$ cat config.mk
export PLATFORM = sky130hd
export DESIGN_NAME = tl_source_tracker_flat
export DESIGN_NICKNAME = d
export VERILOG_FILES = /design/src/rtl/tl_track_pkg.sv /design/src/rtl/tl_source_tracker_if.sv /design/src/rtl/tl_track_watchdog.sv /design/src/rtl/tl_source_tracker.sv /design/src/flat_wrapper.sv
export SDC_FILE = /design/constraint.sdc
export NUM_CORES = 1
export LEC_CHECK = 0
export ABC_AREA = 1
export CAP_MARGIN = 20
export CORE_ASPECT_RATIO = 0.9
export CORE_MARGIN = 10
export CORE_UTILIZATION = 64
export DETAILED_ROUTE_END_ITERATION = 7
export MAX_ROUTING_LAYER = met4
export PLACE_DENSITY = 0.91
export SYNTH_ARGS = -nofsm -noshare
export SYNTH_HDL_FRONTEND = slang
export SYNTH_HIERARCHICAL = 1
export SYNTH_SLANG_ARGS = --single-unit
$ cat constraint.sdc
create_clock -name clock -period 5.4 [get_ports clock]
set_input_delay 1.62 -clock clock [delete_from_list [all_inputs] [get_ports clock]]
set_output_delay 1.62 -clock clock [all_outputs]
set_load 0.01 [all_outputs]
$ cat src/rtl/tl_track_pkg.sv
// tl_track_pkg: shared TileLink-UL opcode constants and the per-source
// entry record used by tl_source_tracker.
package tl_track_pkg;

  localparam logic [2:0] TL_A_PUTFULL    = 3'd0;
  localparam logic [2:0] TL_A_PUTPARTIAL = 3'd1;
  localparam logic [2:0] TL_A_GET        = 3'd4;
  localparam logic [2:0] TL_D_ACK        = 3'd0;
  localparam logic [2:0] TL_D_ACKDATA    = 3'd1;

  typedef struct packed {
    logic       valid;
    logic       is_get;
    logic [2:0] size;
  } tl_track_entry_t;

endpackage

$ cat src/rtl/tl_source_tracker_if.sv
// tl_source_tracker_if: TileLink-UL A and D channel signals.
//   master  : drives A request and d_ready
//   slave   : drives a_ready and D response
//   monitor : observes everything (used by tl_source_tracker)
interface tl_source_tracker_if #(
  parameter int unsigned SOURCE_W = 4
);
  logic                a_valid;
  logic                a_ready;
  logic [2:0]          a_opcode;
  logic [SOURCE_W-1:0] a_source;
  logic [2:0]          a_size;
  logic                d_valid;
  logic                d_ready;
  logic [2:0]          d_opcode;
  logic [SOURCE_W-1:0] d_source;
  logic [2:0]          d_size;

  modport master (
    output a_valid, a_opcode, a_source, a_size, d_ready,
    input  a_ready, d_valid, d_opcode, d_source, d_size
  );

  modport slave (
    input  a_valid, a_opcode, a_source, a_size, d_ready,
    output a_ready, d_valid, d_opcode, d_source, d_size
  );

  modport monitor (
    input a_valid, a_ready, a_opcode, a_source, a_size,
          d_valid, d_ready, d_opcode, d_source, d_size
  );
endinterface

$ cat src/rtl/tl_track_watchdog.sv
// tl_track_watchdog: 16-bit saturating idle counter for tl_source_tracker.
//   clock, reset_n : clock, async active-low reset
//   clear          : restart counting (nothing in flight or a response retired)
//   expire         : high during the cycle the counter sits at TIMEOUT-1
// Only instantiated when TL_TRACK_TIMEOUT_EN is defined.
module tl_track_watchdog #(
  parameter int unsigned TIMEOUT = 1024
) (
  input  logic clock,
  input  logic reset_n,
  input  logic clear,
  output logic expire
);
  localparam logic [15:0] LIMIT = 16'(TIMEOUT - 1);

  logic [15:0] cnt_q, cnt_d;

  always_comb begin
    expire = 1'b0;
    cnt_d  = cnt_q;
    if (clear) begin
      cnt_d = '0;
    end else if (cnt_q == LIMIT) begin
      expire = 1'b1;
      cnt_d  = '0;
    end else if (cnt_q != '1) begin
      cnt_d = cnt_q + 16'd1;
    end
  end

  always_ff @(posedge clock or negedge reset_n) begin
    if (!reset_n) cnt_q <= '0;
    else          cnt_q <= cnt_d;
  end
endmodule

$ cat src/rtl/tl_source_tracker.sv
// tl_source_tracker: per-source in-flight tracker for a TileLink-UL link.
// Observes A/D fires and reports protocol violations as registered pulses.
//   clock, reset_n  : clock, async active-low reset
//   bus             : A/D channel signals (monitor modport, never driven)
//   err_a_opcode    : A fired with opcode outside {PutFull, PutPartial, Get}
//   err_dup_source  : A fired on a source already in flight
//   err_unexp_d     : D fired on a source not in flight
//   err_d_opcode    : D opcode does not match stored request class
//   err_d_size      : d_size differs from stored a_size
//   err_timeout     : watchdog expired (0 unless TL_TRACK_TIMEOUT_EN)
//   err_sticky      : OR of all error pulses since reset
//   inflight_cnt    : number of valid entries
// Optional feature macro: TL_TRACK_TIMEOUT_EN (watchdog present).
module tl_source_tracker
  import tl_track_pkg::*;
#(
  parameter int unsigned SOURCE_W = 4,
  parameter int unsigned TIMEOUT  = 1024
) (
  input  logic                clock,
  input  logic                reset_n,
  tl_source_tracker_if.monitor bus,
  output logic                err_a_opcode,
  output logic                err_dup_source,
  output logic                err_unexp_d,
  output logic                err_d_opcode,
  output logic                err_d_size,
  output logic                err_timeout,
  output logic                err_sticky,
  output logic [SOURCE_W:0]   inflight_cnt
);
  localparam int unsigned N = 2 ** SOURCE_W;

  tl_track_entry_t entry_q [N];
  tl_track_entry_t entry_d [N];
  logic [SOURCE_W:0] cnt_q, cnt_d;
  logic [6:0] err_q, err_d;   // {a_op, dup, unexp, d_op, d_size, timeout, sticky}

  logic a_fire, d_fire, a_legal, a_ok, d_hit, retire_same, alloc_new;
  logic wd_expire;
  tl_track_entry_t d_ent, a_ent;

  always_comb begin
    a_fire      = bus.a_valid & bus.a_ready;
    d_fire      = bus.d_valid & bus.d_ready;
    a_legal     = (bus.a_opcode == TL_A_PUTFULL) | (bus.a_opcode == TL_A_PUTPARTIAL) |
                  (bus.a_opcode == TL_A_GET);
    a_ok        = a_fire & a_legal;
    d_ent       = entry_q[bus.d_source];
    a_ent       = entry_q[bus.a_source];
    d_hit       = d_fire & d_ent.valid;
    retire_same = d_hit & (bus.d_source == bus.a_source);
    // A new allocation grows the count; overwriting a live entry does not.
    alloc_new   = a_ok & (~a_ent.valid | retire_same);

    for (int unsigned i = 0; i < N; i++) entry_d[i] = entry_q[i];
    // D retires first so a same-source A in the same cycle lands on a free slot.
    if (d_hit) entry_d[bus.d_source] = '0;
    if (a_ok) begin
      entry_d[bus.a_source].valid  = 1'b1;
      entry_d[bus.a_source].is_get = (bus.a_opcode == TL_A_GET);
      entry_d[bus.a_source].size   = bus.a_size;
    end

    cnt_d = cnt_q + {{SOURCE_W{1'b0}}, alloc_new} - {{SOURCE_W{1'b0}}, d_hit};

    err_d[6] = a_fire & ~a_legal;
    err_d[5] = a_ok & a_ent.valid & ~retire_same;
    err_d[4] = d_fire & ~d_ent.valid;
    err_d[3] = d_hit & (d_ent.is_get ? (bus.d_opcode != TL_D_ACKDATA)
                                     : (bus.d_opcode != TL_D_ACK));
    err_d[2] = d_hit & (bus.d_size != d_ent.size);
    err_d[1] = wd_expire;
    err_d[0] = err_q[0] | (|err_d[6:1]);
  end

`ifdef TL_TRACK_TIMEOUT_EN
  tl_track_watchdog #(
    .TIMEOUT(TIMEOUT)
  ) u_watchdog (
    .clock   (clock),
    .reset_n (reset_n),
    .clear   ((cnt_q == '0) | d_hit),
    .expire  (wd_expire)
  );
`else
  assign wd_expire = 1'b0;
`endif

  always_ff @(posedge clock or negedge reset_n) begin
    if (!reset_n) begin
      for (int unsigned i = 0; i < N; i++) entry_q[i] <= '0;
      cnt_q <= '0;
      err_q <= '0;
    end else begin
      for (int unsigned i = 0; i < N; i++) entry_q[i] <= entry_d[i];
      cnt_q <= cnt_d;
      err_q <= err_d;
    end
  end

  assign err_a_opcode   = err_q[6];
  assign err_dup_source = err_q[5];
  assign err_unexp_d    = err_q[4];
  assign err_d_opcode   = err_q[3];
  assign err_d_size     = err_q[2];
  assign err_timeout    = err_q[1];
  assign err_sticky     = err_q[0];
  assign inflight_cnt   = cnt_q;
endmodule

$ cat src/flat_wrapper.sv
// flat-port wrapper written by rule: the top's interface ports become plain ports
module tl_source_tracker_flat import tl_track_pkg::*;
#(
  parameter int unsigned SOURCE_W = 4,
  parameter int unsigned TIMEOUT  = 1024
)
  (clock, reset_n, err_a_opcode, err_dup_source, err_unexp_d, err_d_opcode, err_d_size, err_timeout, err_sticky, inflight_cnt, bus_a_valid, bus_a_ready, bus_a_opcode, bus_a_source, bus_a_size, bus_d_valid, bus_d_ready, bus_d_opcode, bus_d_source, bus_d_size);
  tl_source_tracker_if #(.SOURCE_W(SOURCE_W)) bus_i ();
  input  logic clock;
  input  logic reset_n;
  output logic err_a_opcode;
  output logic err_dup_source;
  output logic err_unexp_d;
  output logic err_d_opcode;
  output logic err_d_size;
  output logic err_timeout;
  output logic err_sticky;
  output logic [SOURCE_W:0] inflight_cnt;
  input wire logic [$bits(bus_i.a_valid)-1:0] bus_a_valid;
  input wire logic [$bits(bus_i.a_ready)-1:0] bus_a_ready;
  input wire logic [$bits(bus_i.a_opcode)-1:0] bus_a_opcode;
  input wire logic [$bits(bus_i.a_source)-1:0] bus_a_source;
  input wire logic [$bits(bus_i.a_size)-1:0] bus_a_size;
  input wire logic [$bits(bus_i.d_valid)-1:0] bus_d_valid;
  input wire logic [$bits(bus_i.d_ready)-1:0] bus_d_ready;
  input wire logic [$bits(bus_i.d_opcode)-1:0] bus_d_opcode;
  input wire logic [$bits(bus_i.d_source)-1:0] bus_d_source;
  input wire logic [$bits(bus_i.d_size)-1:0] bus_d_size;
  assign bus_i.a_valid = bus_a_valid;
  assign bus_i.a_ready = bus_a_ready;
  assign bus_i.a_opcode = bus_a_opcode;
  assign bus_i.a_source = bus_a_source;
  assign bus_i.a_size = bus_a_size;
  assign bus_i.d_valid = bus_d_valid;
  assign bus_i.d_ready = bus_d_ready;
  assign bus_i.d_opcode = bus_d_opcode;
  assign bus_i.d_source = bus_d_source;
  assign bus_i.d_size = bus_d_size;
  tl_source_tracker #(.SOURCE_W(SOURCE_W), .TIMEOUT(TIMEOUT)) u_core (.clock(clock), .reset_n(reset_n), .bus(bus_i), .err_a_opcode(err_a_opcode), .err_dup_source(err_dup_source), .err_unexp_d(err_unexp_d), .err_d_opcode(err_d_opcode), .err_d_size(err_d_size), .err_timeout(err_timeout), .err_sticky(err_sticky), .inflight_cnt(inflight_cnt));
endmodule
==> flow_summary.yaml <==
synth:
  synth-edff-count: 0
  yosysTopAreaCell: "dfrtp_1"
  async_reset_ff_share_pct: 100
  ys_ff_latch: 91
  synthCells: 747
  ys_warn_count: 6
  syn_nets: 779
  yosysUniqueCellTypes: 30
  synth_area_leaders: "dfrtp_1 (44%), nand2_1 (31%), nand3_1 (7.5%), inv_1 (3.2%), nor2_1 (1.6%)"
  post_synth.cell_area_avg_um2: 6.87
  yosysSeqAreaShare_pct: 44.3
  synth_top_area_share_pct: 44.3
  synth.most_common_cell: "nand2_1"
  ys.flop_type: "dfrtp_1"
  synthTopCellsByCount: "nand2_1 (422), dfrtp_1 (91), nand3_1 (77), inv_1 (44), nor2_1 (22)"
  syn_area_um2: 5130
clock_tree:
  numCtsBuffers: 9
  cts_htree_levels: 3
  cts-resized-gates: 0
  cts_hold_buf: 0
  clock_latency_ps: 370
  cts.sinks: 91
  cts_tree: "done"
  clk_pin_slew_ps: 100
  cts_setup_buffers: 0
  cts_root_buffer: "clkbuf_8"
  cts_buffer_depth: 2
timing:
  post-route-period-util_pct: 85.9
  worst_pin_slew_ps: 899
  drv_slew: 0
  max_slew_margin_pct: 39.9
  skew_ps: 11.7
  timing.fmax_ghz: 0.216
  setup_tns_ps: 0
  final.setup.worst_slack_ps: 761
  hold_viol: 0
  setup_viol: 0
  grt_setup_unrepaired: "false"
  post-route-min-period_ps: 4640
critical_path:
  critPathSlowestCell: "clkdlybuf4s50_1"
  worst_path_largest_cell_delay_ps: 690
  crit_arrival_ps: 4890
  r2r_cells: 18
  r2r_start: "u_core/entry_q[4]$_DFF_PN0_"
  path_common_cell: "nand2_1"
  crit_chain: "clkdlybuf4s50_1 -> clkinv_1 -> nand2_1 -> nand2_1 -> nand2_1 -> nand2_1 -> inv_2 -> nand2_4 -> nand2_4 -> inv_1 -> ha_1 -> inv_1 -> ha_1 -> fa_1 -> nand3_1 -> nand2_1 -> xor2_1"
  r2r_slack_ps: 2710
  r2r_end: "u_core/inflight_cnt[4]$_DFF_PN0_"
  path_class: "in -> reg"
  setup.worst_path.end_class: "register"
  worstPathMaxFanout: 17
  cp-start-kind: "primary input"
  crit_required_ps: 5660
pwr:
  p_seq_share_pct: 47.5
  pwr-share-comb_pct: 24.6
  p_int_uw: 1180
  peakVddDrop_v: 0.000219
  cellPowerDensity_nw_per_um2: 306
  sw_frac_of_total_pct: 33.2
  p_leak_uw: 0.00326
  pwr-share-clk_pct: 27.8
  p_sw_uw: 589
global_route:
  grt_pass1_vias: 4689
  grt_usage_pct: 25.7
  gr-total-overflow: 0
  grt_pass1_wl_mm: 23.9
  antenna_found_initial: 0
  grt_start_max_net_pins: 92
layout:
  nFillCells: 622
  area_growth_pct: 12.8
  stdcell_count: 881
  drive_above_1_share_pct: 8.03
  final-seq-area_um2: 2280
  multiInputGateArea_um2: 2540
  antenna_cells: 0
  nets: 812
floorplanning:
  io_pins: 38
  initial_core_util_pct: 66.7
  fp.dieW_um: 114
  dieArea_um2: 12000
  fp.coreArea_um2: 7690
  rows: 30
  die_y_um: 105
placed_design:
  dp_cells: 864
  post-place-ws_ps: 449
  gp_routability_congestion: 1.01
  dp_hpwl_mm: 10.9
  port_buffers: 36
drt:
  wl_per_cell_um: 17.2
  vias_per_cell: 5.69
  ant_nets: 0
  wl_mm: 15.2
  first_pass_iters: 6
  num_vias: 5010
  drcViolationCount: 0
  first_iter_violations: 615
outcome:
  status: "complete, no violations"
min_path:
  hp-class: "reg -> reg"
  hold_depth: 2
  hp-start: "u_core/entry_q[30]$_DFF_PN0_"
  hold_path_end: "u_core/entry_q[30]$_DFF_PN0_"
job:
  max_cap_viol_count: 0
==> sequential cells by signal, summed over array words and instances (netlist names) <==
name / count
u_core/err_q: 6
u_core/inflight_cnt: 5
u_core/entry_q: 80
==> layout by cell type (no fill, tap or decap), drive strengths merged <==
cell type / count
a21oi: 5
buf: 10
xnor2: 2
xor2: 5
nand4: 2
nand3: 77
o21ai: 5
ha: 5
conb: 1
or2: 1
clkdlybuf4s50: 35
nor3: 12
clkinv: 4
fa: 1
nand3b: 1
clkbuf: 10
dfrtp: 91
nor3b: 1
inv: 54
nor2: 30
nand2: 432
bufinv: 1
==> area by class of cell <==
cell class	count	area share, %
clock buffers	10	2.38
clock inverters	6	1.25
inverters	53	3.44
multi-input cells	580	43.8
flip-flops and latches	91	39.3
well taps	96	2.07
repair buffers	45	7.69
==> critical path, delay by kind of cell <==
kind | cells | cell delay (ps)
and+or+nand+nor | 8 | 820
xor gates and xnor gates | 1 | 150
adders and majority gates | 3 | 890
buffers and inverters | 5 | 1410
==> worst max-delay path by stage <==
stage / slack, ps / to / cells after the start / from
3_5_place_dp: 450 / u_core/inflight_cnt[4]$_DFF_PN0_ / 17 / bus_d_source[1]
4_1_cts: 840 / u_core/inflight_cnt[4]$_DFF_PN0_ / 17 / bus_d_source[1]
6_report: 760 / u_core/inflight_cnt[4]$_DFF_PN0_ / 17 / bus_d_source[1]
5_1_grt: 560 / u_core/inflight_cnt[4]$_DFF_PN0_ / 17 / bus_d_source[1]
3_3_place_gp: 590 / u_core/inflight_cnt[4]$_DFF_PN0_ / 17 / bus_d_source[1]
2_1_floorplan: 1570 / u_core/inflight_cnt[4]$_DFF_PN0_ / 14 / bus_d_source[1]
==> per-layer routing <==
| layer | up-vias | part of all wire (%) | GRT usage (%) |
|---|---|---|---|
| met2 | 295 | 44 | 38.3 |
| met5 | - | 0 | - |
| met4 | 0 | 3.0 | 8.86 |
| li1 | 2364 | - | - |
| met1 | 2307 | 42 | 33.7 |
| met3 | 44 | 10 | 5.49 |
==> power by group through the flow <==
| stage | clock network [uW] | logic [uW] | registers [uW] |
|---|---|---|---|
| final | 493 | 437 | 843 |
| after global routing | 529 | 486 | 853 |
| after CTS | 500 | 425 | 839 |
| after detailed placement | 0 | 424 | 853 |
| after global placement | 0 | 400 | 849 |
| after floorplan | 0 | 262 | 842 |
==> through the flow <==
stage	total power [uW]	hold WS (ps)	utilization, %	area (um2)
after floorplan	1100	463	-	5130
after global placement	1250	484	72.2	5550
after detailed placement	1280	487	72.2	5550
after CTS	1760	508	74.9	5760
after global routing	1870	520	75.3	5790
final	1770	504	75.3	5790
==> kinds of logic (layout without fill, tap and decap cells) <==
kind of cell / count (synthesis) / count (layout) / synth area share (%)
and+or+nand+nor: 556 / 556 / 45.3
DFF: 91 / 91 / 44.3
buffers and inverters: 76 / 114 / 6.31
AOI/OAI and AO/OA: 10 / 10 / 1.12
xor gates and xnor gates: 7 / 7 / 1.19
adders and majority gates: 6 / 6 / 1.61
other: 1 / 1 / 0.0730
Power figures use the tool's default switching activity.
==> RTL change 1 (same flow settings) <==
Build with the macro `TL_TRACK_TIMEOUT_EN` defined.
--- a/src/rtl/tl_source_tracker.sv
+++ b/src/rtl/tl_source_tracker.sv
@@ -11,6 +11,8 @@
 //   err_sticky      : OR of all error pulses since reset
 //   inflight_cnt    : number of valid entries
 // Optional feature macro: TL_TRACK_TIMEOUT_EN (watchdog present).
+`define TL_TRACK_TIMEOUT_EN
+
 module tl_source_tracker
   import tl_track_pkg::*;
 #(
Behaviour: same outputs for any inputs over 4 cycles, from zero or initial values and one cycle with reset_n low; that may be too few to reach the edited logic, so the function may still have changed.
==> RTL change 1 against the original RTL <==
Final cell count is 20% higher. Area after synthesis increased by 24%. Wire length grew 7.6%. Critical path depth rose by 4. Global-route usage down 1.9 points. Power grew 18%. Sequential cell count increased by 17. Worst setup slack gained 110 ps. Via count is 17% higher. Synthesized cell count is 20% higher. Register-to-register slack worse by 20 ps. First-iteration DRC count is 14% higher. Die area is 20% higher. Design area up 21%. Critical path type unchanged. Largest cell class unchanged. Highest routed layer unchanged.
==> RTL change 1: results (changes against the original RTL) <==
* Status: finished clean (unchanged)
* Seq/Total Area, Yosys at 0.423 (was 0.443)
* Post-Synth XOR/XNOR Area at 0.00823 (was 0.0119)
* Ranking of synthesized cells by area: dfrtp_1 42%, nand2_1 27%, nand3_1 7.9%, nand2_4 3.3%, inv_1 3.2% (was dfrtp_1 44%, nand2_1 31%, nand3_1 7.5%, inv_1 3.2%, nor2_1 1.6%)
* Met2 usage at 0.374 (was 0.383)
* Clock network area share at 0.0284 (was 0.0363)
* Met3 usage at 0.0561 (was 0.0549)
* Placed instance area at 6810 um^2 (was 5550 um^2)
* Fraction of area in registers at 0.386 (was 0.393)
* Combinational Power Share at 0.269 (was 0.246)
* Crit Path Max Fanout at 22 (was 17)
* Sequential share of power at 0.488 (was 0.475)
* Pre-CTS setup slack at 520 ps (was 449 ps)
* First-pass GRT wire length at 27.5 mm (was 23.9 mm)
* Met2 wire len at 7.48 mm (was 6.72 mm)
* Inverters excl. clock at 69 (was 53)
* Maximum VDD drop at 0.000246 V (was 0.000219 V)
* Initial drt markers at 702 (was 615)
* Pin count of the biggest net entering global routing at 82 (was 92)
* Length of routed met3 wiring at 1.45 mm (was 1.58 mm)
* # fillers at 803 (was 622)
* # placed instances at 1043 (was 864)
* Post-synthesis net count at 933 (was 779)
* Nonclk buf count at 44 (was 45)
* Multi-input comb cells at 696 (was 580)
* HPWL Detailed at 12.1 mm (was 10.9 mm)
* Clkbuf count at 12 (was 10)
* Power Internal at 1.40 mW (was 1.18 mW)
* Multi-input logic area at 3260 um^2 (was 2540 um^2)
* GRT met1 Usage at 0.300 (was 0.337)
* Synth Area in Compound Gates at 0.0127 (was 0.0112)
* Fin cells at 1058 (was 881)
* Fin area at 7010 um^2 (was 5790 um^2)
* Worst Hold Class: reg -> reg (unchanged)
* Post-Route M1 WL at 7.05 mm (was 6.42 mm)
* Post-Synth Adder-Cell Area at 0.0168 (was 0.0161)
* Synth cell types at 37 (was 30)
* Max-Slew Margin vs Limit at 0.346 (was 0.399)
* Nets at 962 (was 812)
* Vias in the first global route at 5618 (was 4689)
* Syn_area_per_cell at 7.11 um^2 (was 6.87 um^2)
* Commonest cells post-synth: 452 x nand2_1, 108 x dfrtp_1, 101 x nand3_1 (was 422 x nand2_1, 91 x dfrtp_1, 77 x nand3_1)
* Share of layout cells above drive strength 1 at 0.0923 (was 0.0803)
* Final Skew at 8.75 ps (was 11.7 ps)
* # port buffers at 37 (was 36)
==> RTL change 1: changes by cell type after synthesis, moves of 5 or more <==
cell,unedited run,this run
nand3_1,77,101
nor3_2,7,1
inv_1,44,54
inv_2,8,13
nor2_8,0,7
nand2_4,2,19
dfrtp_1,91,108
nand4_1,2,13
nor2_1,22,48
nand2_1,422,452
==> RTL change 1: path summary, 6_finish.rpt <==
kind | from | endpoint | slack (ps)
max | bus_d_source[0] | u_core/inflight_cnt[4] | 870
min | u_core/entry_q[59] | u_core/entry_q[59] | 480
max reg2reg | u_core/entry_q[79] | u_core/inflight_cnt[4] | 2690
min reg2reg | u_core/entry_q[59] | u_core/entry_q[59] | 480
max in group asynchronous | reset_n | u_core/entry_q[0] | 3070
min in group asynchronous | reset_n | u_core/u_watchdog/cnt_q[15] | 1380
==> RTL change 2 (same flow settings) <==
Made on the original files. Make the reset (`reset_n`) synchronous in one clocked block. Comments in the files are not updated.
--- a/src/rtl/tl_source_tracker.sv
+++ b/src/rtl/tl_source_tracker.sv
@@ -87,7 +87,7 @@
   assign wd_expire = 1'b0;
 `endif
 
-  always_ff @(posedge clock or negedge reset_n) begin
+  always_ff @(posedge clock) begin
     if (!reset_n) begin
       for (int unsigned i = 0; i < N; i++) entry_q[i] <= '0;
       cnt_q <= '0;
Behaviour: differs if reset_n is asserted again (counterexample within 4 cycles, from zero or initial values and one cycle with reset_n low); with reset_n held inactive, the same outputs for 4 cycles.
==> RTL change 2 against the original RTL <==
First-iteration DRC count grew 7.3%. Worst setup slack better by 84 ps. Clock skew shrank 1.5 ps. Area after synthesis is 7.3% higher. Sequential share of layout area down 9.3 points. Wire length fell by 5.7%. Sequential cell count did not move. Global-route usage fell by 2.6 points. Design area increased by 4.7%. Register-to-register slack lost 60 ps. Critical path depth is 5 higher. Die area is 6.0% higher. Highest routed layer unchanged.
Power is not compared: it rests on default switching activity, and its combinational part moved more than twofold at a synthesized area within 25%.
==> RTL change 2: results (changes against the original RTL) <==
* Commonest cells post-synth: 420 x nand2_1, 169 x inv_1, 91 x dfxtp_1 (was 422 x nand2_1, 91 x dfrtp_1, 77 x nand3_1)
* Synth Instances at 949 (was 747)
* WL per Instance at 13.2 um (was 17.2 um)
* Post-synthesis net count at 981 (was 779)
* 1st-pass router iterations at 5 (was 6)
* Synth Area in Compound Gates at 0.145 (was 0.0112)
* CP arrival at 4860 ps (was 4890 ps)
* Bufs on Longest Clock Path at 2 (unchanged)
* Post-Synth Adder-Cell Area at 0.0150 (was 0.0161)
* Multi-input combinational area share at 0.461 (was 0.438)
* Nonclk buf count at 41 (was 45)
* Clock network area share at 0.0390 (was 0.0363)
* # fillers at 765 (was 622)
* Ranking of synthesized cells by area: dfxtp_1 33%, nand2_1 29%, inv_1 12%, o21ai_1 7.1%, o21ai_0 6.6% (was dfrtp_1 44%, nand2_1 31%, nand3_1 7.5%, inv_1 3.2%, nor2_1 1.6%)
* Clkbuf count at 9 (was 10)
* Signal buffers share of area at 0.0654 (was 0.0769)
* Share of layout cells above drive strength 1 at 0.0351 (was 0.0803)
* Routed via count at 5588 (was 5010)
* HPWL Detailed at 9.56 mm (was 10.9 mm)
* Post-Synth XOR/XNOR Area at 0.00636 (was 0.0119)
* Post-synth ARST share at 0 (was 1.00)
* Nets at 997 (was 812)
* Measured slew at the worst slew-check pin at 912 ps (was 899 ps)
* Synth cell types at 29 (was 30)
* Pin count of the biggest net entering global routing at 82 (was 92)
* Initial drt markers at 660 (was 615)
* Crit Path Max Fanout at 34 (was 17)
* Multi-input comb cells at 646 (was 580)
* # placed instances at 1072 (was 864)
* Global placer's final weighted congestion at 0.937 (was 1.01)
* Seq/Total Area, Yosys at 0.331 (was 0.443)
* Vias in the first global route at 5001 (was 4689)
* Inverters excl. clock at 176 (was 53)
* Status: finished clean (unchanged)
* Ys flop type: dfxtp_1 (was dfrtp_1)
* Final Skew at 10.2 ps (was 11.7 ps)
* FFs & Latches at 91 (unchanged)
* First-pass GRT wire length at 24.0 mm (was 23.9 mm)
* GRT Overall Usage at 0.231 (was 0.257)
[RTL change 2: stage by stage]
stage	cell area, um^2	setup WS [ps]
2_1_floorplan	5510	1410
3_3_place_gp	5820	618
3_5_place_dp	5820	525
4_1_cts	6050	896
5_1_grt	6060	520
6_report	6060	845
[RTL change 2: per-layer routing]
| layer | track usage | vias up | share of wire |
|---|---|---|---|
| met5 | - | - | 0 |
| met4 | 0.0802 | 0 | 0.022 |
| met3 | 0.0521 | 38 | 0.096 |
| met2 | 0.357 | 250 | 0.44 |
| met1 | 0.292 | 2402 | 0.45 |
| li1 | - | 2898 | - |
[RTL change 2: worst paths after layout]
| kind | start | endpoint | slack [ps] | cells after the start |
|---|---|---|---|---|
| max | bus_d_source[0] | u_core/inflight_cnt[4] | 840 | 22 |
| max reg2reg | u_core/entry_q[0][4] | u_core/inflight_cnt[4] | 2650 | 20 |
| min reg2reg | u_core/entry_q[0][1] | u_core/entry_q[0][1] | 540 | 4 |
| min | u_core/entry_q[0][1] | u_core/entry_q[0][1] | 540 | 4 |
[RTL change 2: power by group]
group | leakage [nW] | switching, mW | internal (mW)
Sequential | 0.734 | 0.00471 | 0.678
Clock | 0.120 | 0.246 | 0.308
Combinational | 3.05 | 0.0962 | 0.0500
[RTL change 2: critical path: stages]
cell             delay, ps
clkdlybuf4s50_1        520
buf_4                  380
nand2_1                 90
nand2_1                 90
nand2_1                 50
nand2_1                 70
nand2_1                 50
nand2_1                110
inv_2                   50
nand2_4                 70
nand3_1                 80
o21ai_0                100
nand4_1                110
ha_1                   300
inv_1                   40
ha_1                   190
fa_1                   410
nand2_1                 80
nand2_1                 50
a21oi_1                160
o21ai_0                 90
a21oi_1                130
